===== src/rtl/latch_exerciser.sv =====
// Self-contained stimulus generator and checker for the SR/JK/D latch block:
// clears the latch, walks four (a,b) vectors, and scores Q/Qn against a reference model.
module latch_exerciser #(
    parameter int CLR_CYCLES  = 8,
    parameter int HOLD_CYCLES = 4,
    parameter int ERR_W       = 8
) (
    input  logic             clk,
    input  logic             rst_n,
    input  logic             start,
    input  logic [1:0]       mode,
    input  logic             q,
    input  logic             qn,
    output logic             a,
    output logic             b,
    output logic             preset,
    output logic             clr,
    output logic             busy,
    output logic             done,
    output logic             pass,
    output logic [ERR_W-1:0] err_count,
    output logic [1:0]       step_idx
);

    localparam int CNT_MAX = (CLR_CYCLES > HOLD_CYCLES) ? CLR_CYCLES : HOLD_CYCLES;
    localparam int CNT_W   = (CNT_MAX > 1) ? $clog2(CNT_MAX) : 1;
    localparam logic [CNT_W-1:0] CLR_LOAD  = CNT_W'(CLR_CYCLES - 1);
    localparam logic [CNT_W-1:0] HOLD_LOAD = CNT_W'(HOLD_CYCLES - 1);

    localparam logic [1:0] MODE_SR  = 2'b00;
    localparam logic [1:0] MODE_JK  = 2'b01;
    localparam logic [1:0] MODE_D   = 2'b10;
    localparam logic [1:0] MODE_BAD = 2'b11;

    typedef enum logic [2:0] {
        ST_IDLE,
        ST_CLEAR,
        ST_RELEASE,
        ST_APPLY,
        ST_DONE
    } state_t;

    state_t             state, state_d;
    logic [CNT_W-1:0]   cnt, cnt_d;
    logic [1:0]         mode_q, mode_d;
    logic               model, model_d;
    logic               a_d, b_d, clr_d, busy_d, done_d, pass_d;
    logic [ERR_W-1:0]   err_d, err_bump;
    logic [1:0]         step_d;
    logic               expected, compare, step_fail;

    // Reserved for a future preset sequence; the latch preset is never exercised here.
    assign preset = 1'b0;

    // Expected latch value after the current vector, given the carried model state.
    always_comb begin
        expected = model;
        compare  = 1'b1;
        case (mode_q)
            MODE_SR, MODE_JK: begin
                case (step_idx)
                    2'd1:    expected = 1'b0;
                    2'd2:    expected = 1'b1;
                    2'd3:    compare  = 1'b0;
                    default: expected = model;
                endcase
            end
            MODE_D: begin
                case (step_idx)
                    2'd1:    expected = 1'b0;
                    2'd3:    expected = 1'b1;
                    default: expected = model;
                endcase
            end
            default: compare = 1'b0;
        endcase
    end

    assign step_fail = compare && ((q != expected) || (qn != ~expected));
    assign err_bump  = (&err_count) ? err_count : err_count + ERR_W'(1);

    always_comb begin
        state_d = state;
        cnt_d   = cnt;
        mode_d  = mode_q;
        model_d = model;
        a_d     = a;
        b_d     = b;
        clr_d   = clr;
        busy_d  = busy;
        done_d  = done;
        pass_d  = pass;
        err_d   = err_count;
        step_d  = step_idx;
        case (state)
            ST_IDLE, ST_DONE: begin
                if (start) begin
                    mode_d = mode;
                    done_d = 1'b0;
                    pass_d = 1'b0;
                    err_d  = '0;
                    a_d    = 1'b0;
                    b_d    = 1'b0;
                    if (mode == MODE_BAD) begin
                        // Invalid selection is reported as a single error with no stimulus.
                        state_d = ST_DONE;
                        done_d  = 1'b1;
                        err_d   = ERR_W'(1);
                        busy_d  = 1'b0;
                        clr_d   = 1'b0;
                    end else begin
                        state_d = ST_CLEAR;
                        clr_d   = 1'b1;
                        busy_d  = 1'b1;
                        cnt_d   = CLR_LOAD;
                        step_d  = 2'd0;
                        model_d = 1'b0;
                    end
                end
            end
            ST_CLEAR: begin
                model_d = 1'b0;
                if (cnt == '0) begin
                    state_d = ST_RELEASE;
                    clr_d   = 1'b0;
                end else begin
                    cnt_d = cnt - CNT_W'(1);
                end
            end
            ST_RELEASE: begin
                state_d = ST_APPLY;
                cnt_d   = HOLD_LOAD;
                a_d     = 1'b0;
                b_d     = 1'b0;
                step_d  = 2'd0;
            end
            ST_APPLY: begin
                if (cnt == '0) begin
                    // Last cycle of the hold: score the latch and advance.
                    model_d = expected;
                    err_d   = step_fail ? err_bump : err_count;
                    if (step_idx == 2'd3) begin
                        state_d = ST_DONE;
                        busy_d  = 1'b0;
                        done_d  = 1'b1;
                        pass_d  = (err_d == '0);
                        a_d     = 1'b0;
                        b_d     = 1'b0;
                    end else begin
                        step_d     = step_idx + 2'd1;
                        {a_d, b_d} = step_d;
                        cnt_d      = HOLD_LOAD;
                    end
                end else begin
                    cnt_d = cnt - CNT_W'(1);
                end
            end
            default: state_d = ST_IDLE;
        endcase
    end

    always_ff @(posedge clk or negedge rst_n) begin
        if (!rst_n) begin
            state     <= ST_IDLE;
            cnt       <= '0;
            mode_q    <= MODE_SR;
            model     <= 1'b0;
            a         <= 1'b0;
            b         <= 1'b0;
            clr       <= 1'b0;
            busy      <= 1'b0;
            done      <= 1'b0;
            pass      <= 1'b0;
            err_count <= '0;
            step_idx  <= 2'd0;
        end else begin
            state     <= state_d;
            cnt       <= cnt_d;
            mode_q    <= mode_d;
            model     <= model_d;
            a         <= a_d;
            b         <= b_d;
            clr       <= clr_d;
            busy      <= busy_d;
            done      <= done_d;
            pass      <= pass_d;
            err_count <= err_d;
            step_idx  <= step_d;
        end
    end

endmodule

===== config.mk =====
export PLATFORM = sky130hd
export DESIGN_NAME = latch_exerciser
export DESIGN_NICKNAME = d
export VERILOG_FILES = /design/src/rtl/latch_exerciser.sv
export SDC_FILE = /design/constraint.sdc
export NUM_CORES = 1
export LEC_CHECK = 0
export CAP_MARGIN = 5
export CORE_ASPECT_RATIO = 1.1
export CORE_MARGIN = 10
export CORE_UTILIZATION = 50
export CTS_CLUSTER_DIAMETER = 150
export DETAILED_ROUTE_END_ITERATION = 8
export PLACE_DENSITY = 0.74
export RECOVER_POWER = 100
export SYNTH_ARGS = -nofsm -noshare
export SYNTH_HDL_FRONTEND = slang
export SYNTH_SLANG_ARGS = --single-unit

===== constraint.sdc =====
create_clock -name clk -period 2.7 [get_ports clk]
set_input_delay 0.54 -clock clk [delete_from_list [all_inputs] [get_ports clk]]
set_output_delay 0.54 -clock clk [all_outputs]
set_load 0.05 [all_outputs]

; Yosys cells after proc, flatten, opt, wreduce, memory -nomap -nowiden
; Cells that the tools add are included.
[totals]
rom_bits = 0
n_memories = 0
inputBits = 7
wordCells = 113
regBits = 25
latchBits = 0
mem_bits_rw = 0
[classes]
n_addsub = 3
n_bitwise = 1
div_mod_pow = 0
n_lt_le_gt_ge = 0
n_mul = 0
muxes = 54
shifts = 0
n_reduce_logical = 23
eq_ne = 20
[ops]
columns = cell, n
row1 = $mux 8, 4
row2 = $mux 3, 10
row3 = $pmux 3 s4, 2
row4 = $mux 1, 21
row5 = $pmux 1 s2, 8
row6 = $pmux 8 s2, 1
row7 = $ne 2x2->1 const B, 7
row8 = $reduce_and 4->1, 3
row9 = $reduce_and 5->1, 2
row10 = $pmux 1 s3, 3
row11 = $reduce_and 3->1, 3
row12 = $add 8x1->8 const B, 1
row13 = $eq 2x2->1 const B, 4
row14 = $logic_not 8->1, 1
row15 = $mux 2, 4
row16 = $reduce_and 8->1, 1
row17 = $eq 3x2->1 const B, 2
row18 = $logic_not 3->1, 2
row19 = $pmux 2 s3, 1
row20 = $reduce_bool 3->1, 2
row21 = $eq 2x1->1 const B, 2
row22 = $reduce_bool 2->1, 2
row23 = $reduce_bool 4->1, 1
row24 = $reduce_or 2->1, 2
row25 = 11 further kinds, 12

; Longest topological paths before layout
[logic_depth]
depth_word = 12
depth_mapped = 9
depth_no_buf = 8

; Worst setup path after synthesis
; OpenSTA, ideal clock, no wires.
[synth_path]
kind = flip-flop to flip-flop
start = register step_idx[0]
end = register pass
path_buffers = 1
required_time_ns = 2.596
path_stages_with_launch = 10
t_arrival_ns = 2.337
slack_ns = 0.259
cell_sequence = dfrtp_1 -> inv_1 -> ha_1 -> nor2b_1 -> a211oi_1 -> or3_4 -> and3_1 -> buf_6 -> a32oi_1 -> o41ai_2
[synth_between]
elab_chain_len = 12
elab_cells_between_ends = 20
classes_between = eq/ne (6) / mux (9) / bitwise (1) / reduce/logical (4)
[synth_rtl]
columns = item, line_no
row1 = "start, declared", 22  ; output logic [1:0] step_idx
row2 = "start signal, assigned", 188  ; step_idx <= step_d;
row3 = $eq 2x2->1 (tied with other cells), "61, 69, 142"
row4 = $pmux 1 s2 (on tied branches), "69, 61"
row5 = $pmux 1 s2, 59  ; case (mode_q)
row6 = $not 1->1, 79  ; assign step_fail = compare && ((q != expected) || (qn != ~expected));
row7 = $ne 1x1->1, 79
row8 = $logic_or 1x1->1, 79
row9 = $logic_and 1x1->1, 79
row10 = $mux 8, 141  ; err_d = step_fail ? err_bump : err_count;
row11 = $logic_not 8->1, 146  ; pass_d = (err_d == '0);
row12 = $mux 1, 142  ; if (step_idx == 2'd3) begin
row13 = $mux 1, 138  ; if (cnt == '0) begin
row14 = $pmux 1 s2, 95  ; case (state)
row15 = "end signal, assigned", 186  ; pass <= pass_d;
row16 = "end, declared", 20  ; output logic pass,
; Parallel ways exist; a longest one is shown, timed or not. The select of a mux whose other input is x is not followed.
; A chain may end at the register's enable or synchronous reset.

; Worst setup path in the final report
; Ends and elaborated chain as after synthesis.

==> results.ini <==
[outcome]
outcome=finished clean

[clock_network]
cts-root-buf=clkbuf_4
post_cts_buffers=0
clock_sinks=25
hold_buffers=0
clkLatencyLatePin_ps=310
cts_tree=built
cts_buffers=3
clkTransAtPathRegs_ps=130
cts_resized=0
clk_path_buf_depth=2
htree_levels=1

[placed_design]
preCtsSetupSlack_ps=318
numPortBuffers=22
hpwlAfterDp_um=2960
placed_area_um2=1870
place.gp.congestion=0.938

[final_layout]
drive_gt1_share_pct=8.42
final_cell_area_um2=1890
syn2layout_area_growth_pct=16.1
seqCellArea_um2=626
layout_commonest_cell=dfrtp_1
final_cell_mix=dfrtp_1, nand2_1, dlygate4sd3_1
nFillCells=287
nets=215
n_antenna_cell=0
multiInputGateArea_um2=923

[logic_synthesis]
synth_area_per_cell_um2=9.08
synth_edf_count=0
async_reset_ff_share_pct=100
synthAdderAreaFrac_pct=3.85
ys_ff_latch=25
synth-xor-area-share_pct=0.539
syn_nets=191
yosysWarnings=0
syn_inst=179
synth.area.mux_share_pct=2.00
syn_area_um2=1630
synth_cell_types=52
synth_compound_area_share_pct=24.7
synth-simple-area-share_pct=25.6
ys_seq_area_share_pct=38.5
synth_top_family_by_area=simple AND/OR/NAND/NOR gates
synthFlopType=dfrtp_1

[floorplanning]
ios=24
initial_core_util_pct=52.9
die_width_um=74.4
die_h_um=79.8
core_um2=3070
rows=21
die-area_um2=5930

[route]
final_antenna_net_count=0
avgViaCountPerCell=6.06
vias=1431
wirelength_um=3800
first_pass_iters=4
post-route-drc-count=0
drt-initial-drc-count=107
wl_per_cell_um=16.1

[pwr]
p_leak_nw=0.885
power.density_nw_per_um2=1070
vdd_ir_drop_max_mv=0.691

[grt]
busiest_layer=met2
grtUsageMet3_pct=2.11
globalRouteMet2Util_pct=22.4
met1_usage_pct=17.5
grt-ovfl-total=0
grt_pass1_vias=1378
gr-usage-all-layers_pct=13.4
grt_max_degree=26
antenna_found_initial=0
grt_pass1_wl_um=6570

[timing]
worst_slew_pin_slew_ps=1360
fin_tns_setup_ps=0
period_needed_ps=2430
layout_setup_ws_ps=267
setup_viol=0
hold_viol=0
min_period_over_period_pct=90.1
relSlewSlack_pct=9.22
rsz0062_at_grt=no
max_freq_mhz=411
finalMaxSlewViolations=0
skew_ps=4.66

[worst_setup_path]
path_class=flip-flop to flip-flop
path_cells=inv_1 -> ha_1 -> nor2b_1 -> a211oi_1 -> o21ai_0 -> and3_1 -> a32oi_1 -> o41ai_2
cpPeakStageDelay_ps=470
crit_required_ps=2910
path_delay_family=compound AO/OA/AOI/OAI gates
r2r_start=step_idx[0]$_DFFE_PN0P_
reg2reg_setup_slack_ps=270
critPathMaxFanout=7
reg2reg_to=pass$_DFFE_PN0P_
reg2regPathDepth=8
cp-start-kind=flip-flop
path_buf_inv=1
slowest_stage=dfrtp_1
endpoint_kind=flip-flop
arrival_ps=2650

[run]
max_cap_violations=0

[min_path]
hold_end=done$_DFFE_PN0P_
hold_start=done$_DFFE_PN0P_
hold_class=flip-flop to flip-flop
whs_path_depth=1

[metal layers]
metal | routed length, µm | up-vias
met2 | 1930 | 41
met5 | 0 | -
met4 | 23 | 0
met1 | 1640 | 683
li1 | - | 703
met3 | 199 | 4
[area by class of cell]
class | instances | area share, %
Tap cell | 34 | 2.25
Multi-Input combinational cell | 140 | 48.9
Clock buffer | 4 | 1.39
Sequential cell | 25 | 33.2
Inverter | 6 | 1.19
Timing Repair Buffer | 27 | 13.1
[how the worst max path moves through the flow]
stage	from	endpoint	slack, ps	depth (start not counted)
3_3_place_gp	qn	pass$_DFFE_PN0P_	430	6
5_1_grt	step_idx[0]$_DFFE_PN0P_	pass$_DFFE_PN0P_	80	8
3_5_place_dp	step_idx[0]$_DFFE_PN0P_	pass$_DFFE_PN0P_	320	8
2_1_floorplan	step_idx[0]$_DFFE_PN0P_	pass$_DFFE_PN0P_	260	9
6_report	step_idx[0]$_DFFE_PN0P_	pass$_DFFE_PN0P_	270	8
4_1_cts	step_idx[0]$_DFFE_PN0P_	pass$_DFFE_PN0P_	300	8
[cell families after synthesis]
group,count (synthesis)
buffers and inverters,14
DFF,25
and+or+nand+nor,76
adders and majority gates,5
xor gates and xnor gates,1
muxes,3
other,1
AOI/OAI and AO/OA,54
[power by group]
part           total (mW)  switching (mW)  leakage (nW)  internal, mW
clock               0.164           0.107        0.0150        0.0576
sequential          0.640           0.137         0.316         0.502
combinational        1.22           0.760         0.554         0.460
[Yosys cell counts (3+ instances only)]
master	number	share of area, %
inv_1	6	1.4
nand4_1	3	1.2
a21o_1	6	2.8
ha_1	5	3.8
nand2_1	18	4.2
and2_1	3	1.2
dfrtp_1	25	38
a21oi_1	8	2.5
nand2b_1	3	1.2
or3_1	3	1.2
nor3_1	4	1.2
nor2_1	11	2.5
nor2b_1	7	2.7
clkbuf_1	3	0.69
nand3_1	8	2.5
o21ai_0	11	3.4
and3_1	4	1.5
a31oi_1	7	2.7
[stage by stage]
| step | hold WS [ps] | total power, mW | utilization (%) | instances |
|---|---|---|---|---|
| finish | 492 | 2.02 | 61.4 | 236 |
| global route | 504 | 2.20 | 61.4 | 236 |
| CTS | 499 | 2.08 | 61.8 | 236 |
| detailed placement | 469 | 1.91 | 61.0 | 232 |
| global placement | 463 | 1.87 | 61.0 | 232 |
| floorplan | 244 | 1.58 | - | 179 |
[registers in the layout, indices dropped and copies added, names as in the netlist]
signal and cells:
cnt 3, b 1, mode_q 2, model 1
state 3, busy 1, err_count 8, done 1
step_idx 2, clr 1, pass 1, a 1
Power figures use the tool's default switching activity.
